<file path="config.mk">
export PLATFORM = sky130hd
export DESIGN_NAME = dlist_fetch_flat
export DESIGN_NICKNAME = d
export VERILOG_FILES = /design/src/rtl/dlist_fetch_pkg.sv /design/src/rtl/dlist_fetch_if.sv /design/src/rtl/dlist_fetch_edge_detect.sv /design/src/rtl/dlist_fetch.sv /design/src/flat_wrapper.sv
export SDC_FILE = /design/constraint.sdc
export NUM_CORES = 1
export LEC_CHECK = 0
export CORE_MARGIN = 2
export CORE_UTILIZATION = 44
export CTS_CLUSTER_DIAMETER = 150
export DETAILED_ROUTE_END_ITERATION = 12
export PLACE_DENSITY = 0.75
export SLEW_MARGIN = 20
export SYNTH_ARGS = -nofsm -noshare
export SYNTH_HDL_FRONTEND = slang
export SYNTH_SLANG_ARGS = --single-unit
export TNS_END_PERCENT = 20
</file>
<file path="constraint.sdc">
create_clock -name Fphi0 -period 2 [get_ports Fphi0]
set_input_delay 0.3 -clock Fphi0 [delete_from_list [all_inputs] [get_ports Fphi0]]
set_output_delay 0.3 -clock Fphi0 [all_outputs]
set_load 0.05 [all_outputs]
</file>
<file path="src/rtl/dlist_fetch_pkg.sv">
// Shared state encoding, reset default and counter increment for the display-list fetch engine.
// DLIST_1K_WRAP_EN: when defined, the DLIST increment stays inside the current 1 KB page.
package dlist_fetch_pkg;

    typedef enum logic [1:0] {
        DL_IDLE    = 2'd0,
        DL_REQ     = 2'd1,
        DL_PRESENT = 2'd2
    } dl_state_t;

    localparam logic [15:0] DLIST_RESET_DEFAULT = 16'h0000;

    function automatic logic [15:0] dlist_inc(input logic [15:0] d);
`ifdef DLIST_1K_WRAP_EN
        // ANTIC's counter only carries through bits 9:0; the page bits never change.
        return {d[15:10], d[9:0] + 10'd1};
`else
        return d + 16'd1;
`endif
    endfunction

endpackage

</file>
<file path="src/rtl/dlist_fetch_if.sv">
// DMA read port between the display-list fetch engine (master) and the memory arbiter (slave).
// Handshake: master raises dma_req with a stable dma_addr and holds both until the slave answers
// with a single-cycle dma_ack, during which dma_data is valid; dma_req drops on the following edge.
interface dlist_fetch_if #(
    parameter int ADDR_W = 16
);
    logic              dma_req;
    logic [ADDR_W-1:0] dma_addr;
    logic              dma_ack;
    logic [7:0]        dma_data;

    modport master (
        output dma_req,
        output dma_addr,
        input  dma_ack,
        input  dma_data
    );

    modport slave (
        input  dma_req,
        input  dma_addr,
        output dma_ack,
        output dma_data
    );
endinterface

</file>
<file path="src/rtl/dlist_fetch_edge_detect.sv">
// Registered rising-edge detector: rise is high in the first cycle d is sampled high.
module antic_edge_detect (
    input  logic clk,
    input  logic rst,
    input  logic d,
    output logic rise
);
    logic d_q;

    always_ff @(posedge clk or posedge rst) begin
        if (rst) d_q <= 1'b0;
        else     d_q <= d;
    end

    assign rise = d & ~d_q;
endmodule

</file>
<file path="src/rtl/dlist_fetch.sv">
// ANTIC display-list fetch engine: owns DLIST, fetches list bytes over DMA and handles jumps/halts.
// DLIST_1K_WRAP_EN selects 1 KB-page wrapping of the counter increment (see dlist_fetch_pkg).
module dlist_fetch
    import dlist_fetch_pkg::*;
#(
    parameter logic [15:0] RESET_DLIST = DLIST_RESET_DEFAULT,
    parameter int          ADDR_W      = 16
) (
    input  logic          Fphi0,
    input  logic          RST,
    input  logic          loadIR,
    input  logic          loadDLISTL,
    input  logic          loadDLISTH,
    input  logic          DLISTjump,
    input  logic          DLISTend,
    input  logic          vblank,
    input  logic          dma_en,
    input  logic          cpu_wrL,
    input  logic          cpu_wrH,
    input  logic [7:0]    cpu_data,
    dlist_fetch_if.master dma,
    output logic [7:0]    IR,
    output logic          IR_rdy,
    output logic [15:0]   DLIST,
    output logic          halted
);
    dl_state_t         state;
    logic              req_q;
    logic [ADDR_W-1:0] addr_q;
    logic              skip_inc;
    logic [7:0]        jmp_l;
    logic [7:0]        jmp_h;
    logic              jump_rise;
    logic              end_rise;
    logic              vblank_rise;
    logic              fetch_done;
    logic              can_issue;
    logic [15:0]       dlist_next;

    antic_edge_detect u_jump_edge   (.clk(Fphi0), .rst(RST), .d(DLISTjump), .rise(jump_rise));
    antic_edge_detect u_end_edge    (.clk(Fphi0), .rst(RST), .d(DLISTend),  .rise(end_rise));
    antic_edge_detect u_vblank_edge (.clk(Fphi0), .rst(RST), .d(vblank),    .rise(vblank_rise));

    assign dma.dma_req  = req_q;
    assign dma.dma_addr = addr_q;

    assign fetch_done = (state == DL_REQ) && dma.dma_ack;
    // A DLISTend edge blocks a request in the same cycle it sets halted.
    assign can_issue  = loadIR && dma_en && !halted && !end_rise;

    // Priority: jump over CPU byte writes over the post-fetch increment.
    always_comb begin
        dlist_next = DLIST;
        if (fetch_done && !skip_inc && !jump_rise) dlist_next = dlist_inc(DLIST);
        if (cpu_wrL) dlist_next[7:0]  = cpu_data;
        if (cpu_wrH) dlist_next[15:8] = cpu_data;
        if (jump_rise) dlist_next = {jmp_h, jmp_l};
    end

    always_ff @(posedge Fphi0 or posedge RST) begin
        if (RST) begin
            state    <= DL_IDLE;
            req_q    <= 1'b0;
            addr_q   <= '0;
            IR       <= 8'h00;
            IR_rdy   <= 1'b0;
            DLIST    <= RESET_DLIST;
            jmp_l    <= 8'h00;
            jmp_h    <= 8'h00;
            halted   <= 1'b0;
            skip_inc <= 1'b0;
        end else begin
            DLIST  <= dlist_next;
            IR_rdy <= 1'b0;
            if (loadDLISTL) jmp_l <= IR;
            if (loadDLISTH) jmp_h <= IR;
            if (end_rise)         halted <= 1'b1;
            else if (vblank_rise) halted <= 1'b0;

            case (state)
                DL_IDLE: begin
                    if (can_issue) begin
                        state    <= DL_REQ;
                        req_q    <= 1'b1;
                        addr_q   <= ADDR_W'(DLIST);
                        skip_inc <= 1'b0;
                    end
                end
                DL_REQ: begin
                    // A jump landing mid-fetch owns DLIST; the fetch's increment is dropped.
                    if (jump_rise) skip_inc <= 1'b1;
                    if (dma.dma_ack) begin
                        IR     <= dma.dma_data;
                        req_q  <= 1'b0;
                        IR_rdy <= 1'b1;
                        state  <= DL_PRESENT;
                    end
                end
                DL_PRESENT: state <= DL_IDLE;
                default:    state <= DL_IDLE;
            endcase
        end
    end
endmodule

</file>
<file path="src/flat_wrapper.sv">
// flat-port wrapper written by rule: the top's interface ports become plain ports
module dlist_fetch_flat import dlist_fetch_pkg::*;
#(
    parameter logic [15:0] RESET_DLIST = DLIST_RESET_DEFAULT,
    parameter int          ADDR_W      = 16
)
  (Fphi0, RST, loadIR, loadDLISTL, loadDLISTH, DLISTjump, DLISTend, vblank, dma_en, cpu_wrL, cpu_wrH, cpu_data, IR, IR_rdy, DLIST, halted, dma_dma_req, dma_dma_addr, dma_dma_ack, dma_dma_data);
  dlist_fetch_if #(.ADDR_W(ADDR_W)) dma_i ();
  input  logic Fphi0;
  input  logic RST;
  input  logic loadIR;
  input  logic loadDLISTL;
  input  logic loadDLISTH;
  input  logic DLISTjump;
  input  logic DLISTend;
  input  logic vblank;
  input  logic dma_en;
  input  logic cpu_wrL;
  input  logic cpu_wrH;
  input  logic [7:0] cpu_data;
  output logic [7:0] IR;
  output logic IR_rdy;
  output logic [15:0] DLIST;
  output logic halted;
  output wire logic [$bits(dma_i.dma_req)-1:0] dma_dma_req;
  output wire logic [$bits(dma_i.dma_addr)-1:0] dma_dma_addr;
  input wire logic [$bits(dma_i.dma_ack)-1:0] dma_dma_ack;
  input wire logic [$bits(dma_i.dma_data)-1:0] dma_dma_data;
  assign dma_dma_req = dma_i.dma_req;
  assign dma_dma_addr = dma_i.dma_addr;
  assign dma_i.dma_ack = dma_dma_ack;
  assign dma_i.dma_data = dma_dma_data;
  dlist_fetch #(.RESET_DLIST(RESET_DLIST), .ADDR_W(ADDR_W)) u_core (.Fphi0(Fphi0), .RST(RST), .loadIR(loadIR), .loadDLISTL(loadDLISTL), .loadDLISTH(loadDLISTH), .DLISTjump(DLISTjump), .DLISTend(DLISTend), .vblank(vblank), .dma_en(dma_en), .cpu_wrL(cpu_wrL), .cpu_wrH(cpu_wrH), .cpu_data(cpu_data), .dma(dma_i), .IR(IR), .IR_rdy(IR_rdy), .DLIST(DLIST), .halted(halted));
endmodule
</file>
==> results.py <==
metrics = {
    "detailed_routing": {
        "antenna_left": 0,
        "drc": 0,
        "first_pass_iters": 5,
        "drt_iter0_markers": 191,
        "vias": 2338,
        "viasPerCell": 5.48,
        "wire_per_inst_um": 16.1,
        "wirelength_um": 6870,
    },
    "layout": {
        "area_delta_synth_final_pct": 37.3,
        "fillers": 530,
        "drive_above_1_share": 0.183,
        "stdcell_area_um2": 4020,
        "finalNetCount": 374,
        "insertedDiodeCount": 0,
    },
    "synth": {
        "synthArstFlopShare": 1.00,
        "synthCells": 256,
        "yosysWarningCount": 0,
        "ys_ff_latch": 65,
        "synth-main-ff-cell": "dfrtp_1",
        "synth_area_per_cell_um2": 11.4,
        "synth.yosys.seq_area_share": 0.556,
        "synth-edff-count": 0,
        "syn_area_um2": 2930,
        "syn_nets": 285,
        "synth_cell_types": 45,
    },
    "setup_path": {
        "r2r_cells": 5,
        "critPathMaxFanout": 5,
        "cp.required_ns": 1.70,
        "r2r_slack_ns": 0.20,
        "crit_slowest_cell": "clkdlybuf4s50_1",
        "timing.rr.end": "u_core.DLIST[14]",
        "worstSetupPathType": "reg2out",
        "start_kind": "register",
        "worst_ep_arrival_time_ns": 1.64,
        "critPathCaptureType": "output port",
        "critPathMaxStageDelay_ns": 0.80,
        "path_cells": "buf_4 -> clkdlybuf4s50_1",
        "r2r-start": "u_core.DLIST[10]",
    },
    "grt": {
        "grt_start_max_net_pins": 66,
        "grt_usage": 0.201,
        "grt_first_pass_wirelength_um": 11300,
        "grt-ovfl-total": 0,
        "antenna_found_initial": 0,
        "grt_pass1_vias": 2307,
    },
    "power_and_ir_drop": {
        "p_comb_frac": 0.441,
        "clockPowerShare": 0.174,
        "sw_frac_of_total": 0.418,
        "p_switching_mw": 2.28,
        "ir_drop_v": 0.000887,
        "internal_power_mw": 3.19,
        "power_mw": 5.47,
        "pwr-share-seq": 0.385,
        "power.density_nw_per_um2": 1360,
        "p_leak_nw": 1.73,
    },
    "place": {
        "placedInstanceArea_um2": 3850,
        "dpl.hpwl_um": 5110,
        "globalplace.congestion": 0.874,
        "port_buffers": 70,
    },
    "die": {
        "io_pins": 71,
        "dieHeight_um": 85.5,
        "start_util": 0.458,
        "die-area_um2": 7320,
        "coreArea_um2": 6390,
        "dieWidth_um": 85.5,
        "rows": 29,
    },
    "sta": {
        "finalCritPeriodShare": 0.971,
        "hold_viol_final": 0,
        "slew_headroom": 0.663,
        "skew_ns": 0.00708,
        "rsz0062_at_grt": "no",
        "min_period_ns": 1.94,
        "setup_viol": 0,
        "fmax_mhz": 515,
        "worstMarginPinSlew_ns": 0.504,
        "final_max_slew_viol_count": 0,
    },
    "cts": {
        "cts-buffers-inserted": 9,
        "path_clk_slew_ns": 0.07,
        "cts.root.buffer_cell": "clkbuf_8",
        "worstSkewPairLatency_ns": 0.34,
        "clk_path_buf_depth": 2,
        "cts_sinks": 65,
        "ctsHoldBuffers": 0,
        "post_cts.repair.setup_buffers": 0,
        "tritoncts": "yes",
        "cts_max_level": 3,
    },
    "run": {
        "cap_viol_max_count": 0,
    },
    "run_status": {
        "outcome": "complete, no violations",
    },
    "hold_path": {
        "hold_path.class": "in2async",
    },
}
==> per-stage QoR <==
step                 util  TNS (ns)  std cells  setup WS [ns]  hold WS, ns
floorplan               -   -0.0641        256        -0.0641        0.331
global placement    0.602         0        411         0.0300        0.467
detailed placement  0.602         0        411        0.00422        0.473
CTS                 0.628         0        427         0.0140        0.398
global route        0.629         0        427         0.0215        0.415
finish              0.629         0        427         0.0572        0.390
==> power by group through the flow <==
stage	clock network (mW)	registers [mW]	logic, mW
detailed placement	0	2.13	2.42
finish	0.950	2.11	2.41
CTS	0.977	2.11	2.43
global route	1.04	2.17	2.53
floorplan	0	3.08	0.548
global placement	0	2.10	2.38
==> layout by cell type, fill, tap and decap left out, types with 3 or more instances in the layout <==
cell type         n
buf_4            18
clkbuf_8         10
o21ai_0          13
nor2b_1           3
nand4_1           6
clkbuf_1          3
a21oi_1           9
nor2_1           15
inv_1             6
and3_1            3
clkdlybuf4s50_1  68
nand2_1          22
mux2_2           24
nand2b_1          3
nor3_1            3
dfrtp_1          64
o21ai_1           9
a21o_1            3
nand3_1           7
xnor2_1           5
mux2i_1           3
mux2_1           16
==> worst max path at each step <==
stage / startpoint / endpoint / slack, ns / cells after the start
3_5_place_dp: dma_dma_ack / u_core.DLIST[11] / 0.004 / 6
4_1_cts: u_core.DLIST[2] / DLIST[2] / 0.01 / 1
3_3_place_gp: dma_dma_ack / u_core.DLIST[11] / 0.03 / 6
5_1_grt: u_core.DLIST[1] / DLIST[1] / 0.02 / 2
6_report: u_core.DLIST[0] / DLIST[0] / 0.06 / 2
2_1_floorplan: u_core.DLIST[1] / u_core.DLIST[14] / -0.06 / 6
==> area by class of cell <==
cell class | instances | area (um2) | share of cell area
timing repair buffer | 89 | 868 | 0.216
clock inverter | 3 | 17.5 | 0.00436
multi-input combinational | 171 | 1220 | 0.304
tap | 77 | 96.3 | 0.0240
sequential | 65 | 1630 | 0.405
clock buffer | 13 | 149 | 0.0371
inverter | 9 | 37.5 | 0.00935
==> logic make-up (layout without fill, tap and decap cells) <==
group           after synthesis  count (layout)  share of synthesized area
flops                        65              65                      0.556
compound gates               49              49                      0.106
buf+inv                      20             114                     0.0274
simple gates                 71              71                      0.121
fa+ha+maj                     1               1                    0.00428
xor+xnor                      7               7                     0.0210
mux                          43              43                      0.164
==> critical path: cells and delay by family, from the launching register on <==
family,cells,cell delay [ns]
buf+inv,2,0.94
flops,1,0.36
==> registers in the layout, indices dropped and copies added (netlist names) <==
register / count
u_core.jmp_l: 8
u_core.u_end_edge.d_q: 1
u_core.dma.dma_addr: 16
u_core.halted: 1
u_core.IR_rdy: 1
u_core.dma.dma_req: 1
u_core.u_vblank_edge.d_q: 1
u_core.jmp_h: 8
u_core.DLIST: 16
u_core.skip_inc: 1
u_core.state: 2
u_core.IR: 8
u_core.u_jump_edge.d_q: 1
==> cell usage after synthesis (2+ instances only) <==
library cell | instances | area (um2)
nand3_1 | 7 | 35.0
inv_1 | 7 | 26.3
clkbuf_1 | 9 | 33.8
dfrtp_1 | 65 | 1630
a31o_1 | 2 | 17.5
nand2_1 | 22 | 82.6
a21o_1 | 3 | 22.5
nor2b_1 | 3 | 18.8
mux2_2 | 24 | 270
o21ai_1 | 9 | 45.0
nand2b_1 | 3 | 18.8
a21oi_1 | 9 | 45.0
nor3_1 | 3 | 15.0
a221o_1 | 2 | 20.0
nor2_1 | 15 | 56.3
or3_1 | 2 | 12.5
mux2_1 | 16 | 180
xor2_1 | 2 | 17.5
mux2i_1 | 3 | 30.0
inv_2 | 2 | 7.51
nand4_1 | 6 | 37.5
xnor2_1 | 5 | 43.8
and3_1 | 3 | 18.8
o21ai_0 | 13 | 65.1
==> routing by layer <==
layer / global-route usage / vias up / share of wire / wire [um]
met5: 0 / - / 0 / 0
met4: 0.113 / 0 / 0.024 / 166
met3: 0.0481 / 18 / 0.067 / 458
met2: 0.303 / 108 / 0.47 / 3250
met1: 0.268 / 1123 / 0.44 / 2990
li1: - / 1089 / - / -
==> timing repair <==
item / 4_1_cts / 5_1_grt
hold endpoints to repair: 0 / 0
gates resized for setup: 0 / 1
endpoints found under the setup margin: 0 / 1
No activity file was read; power rests on OpenSTA's default activity.
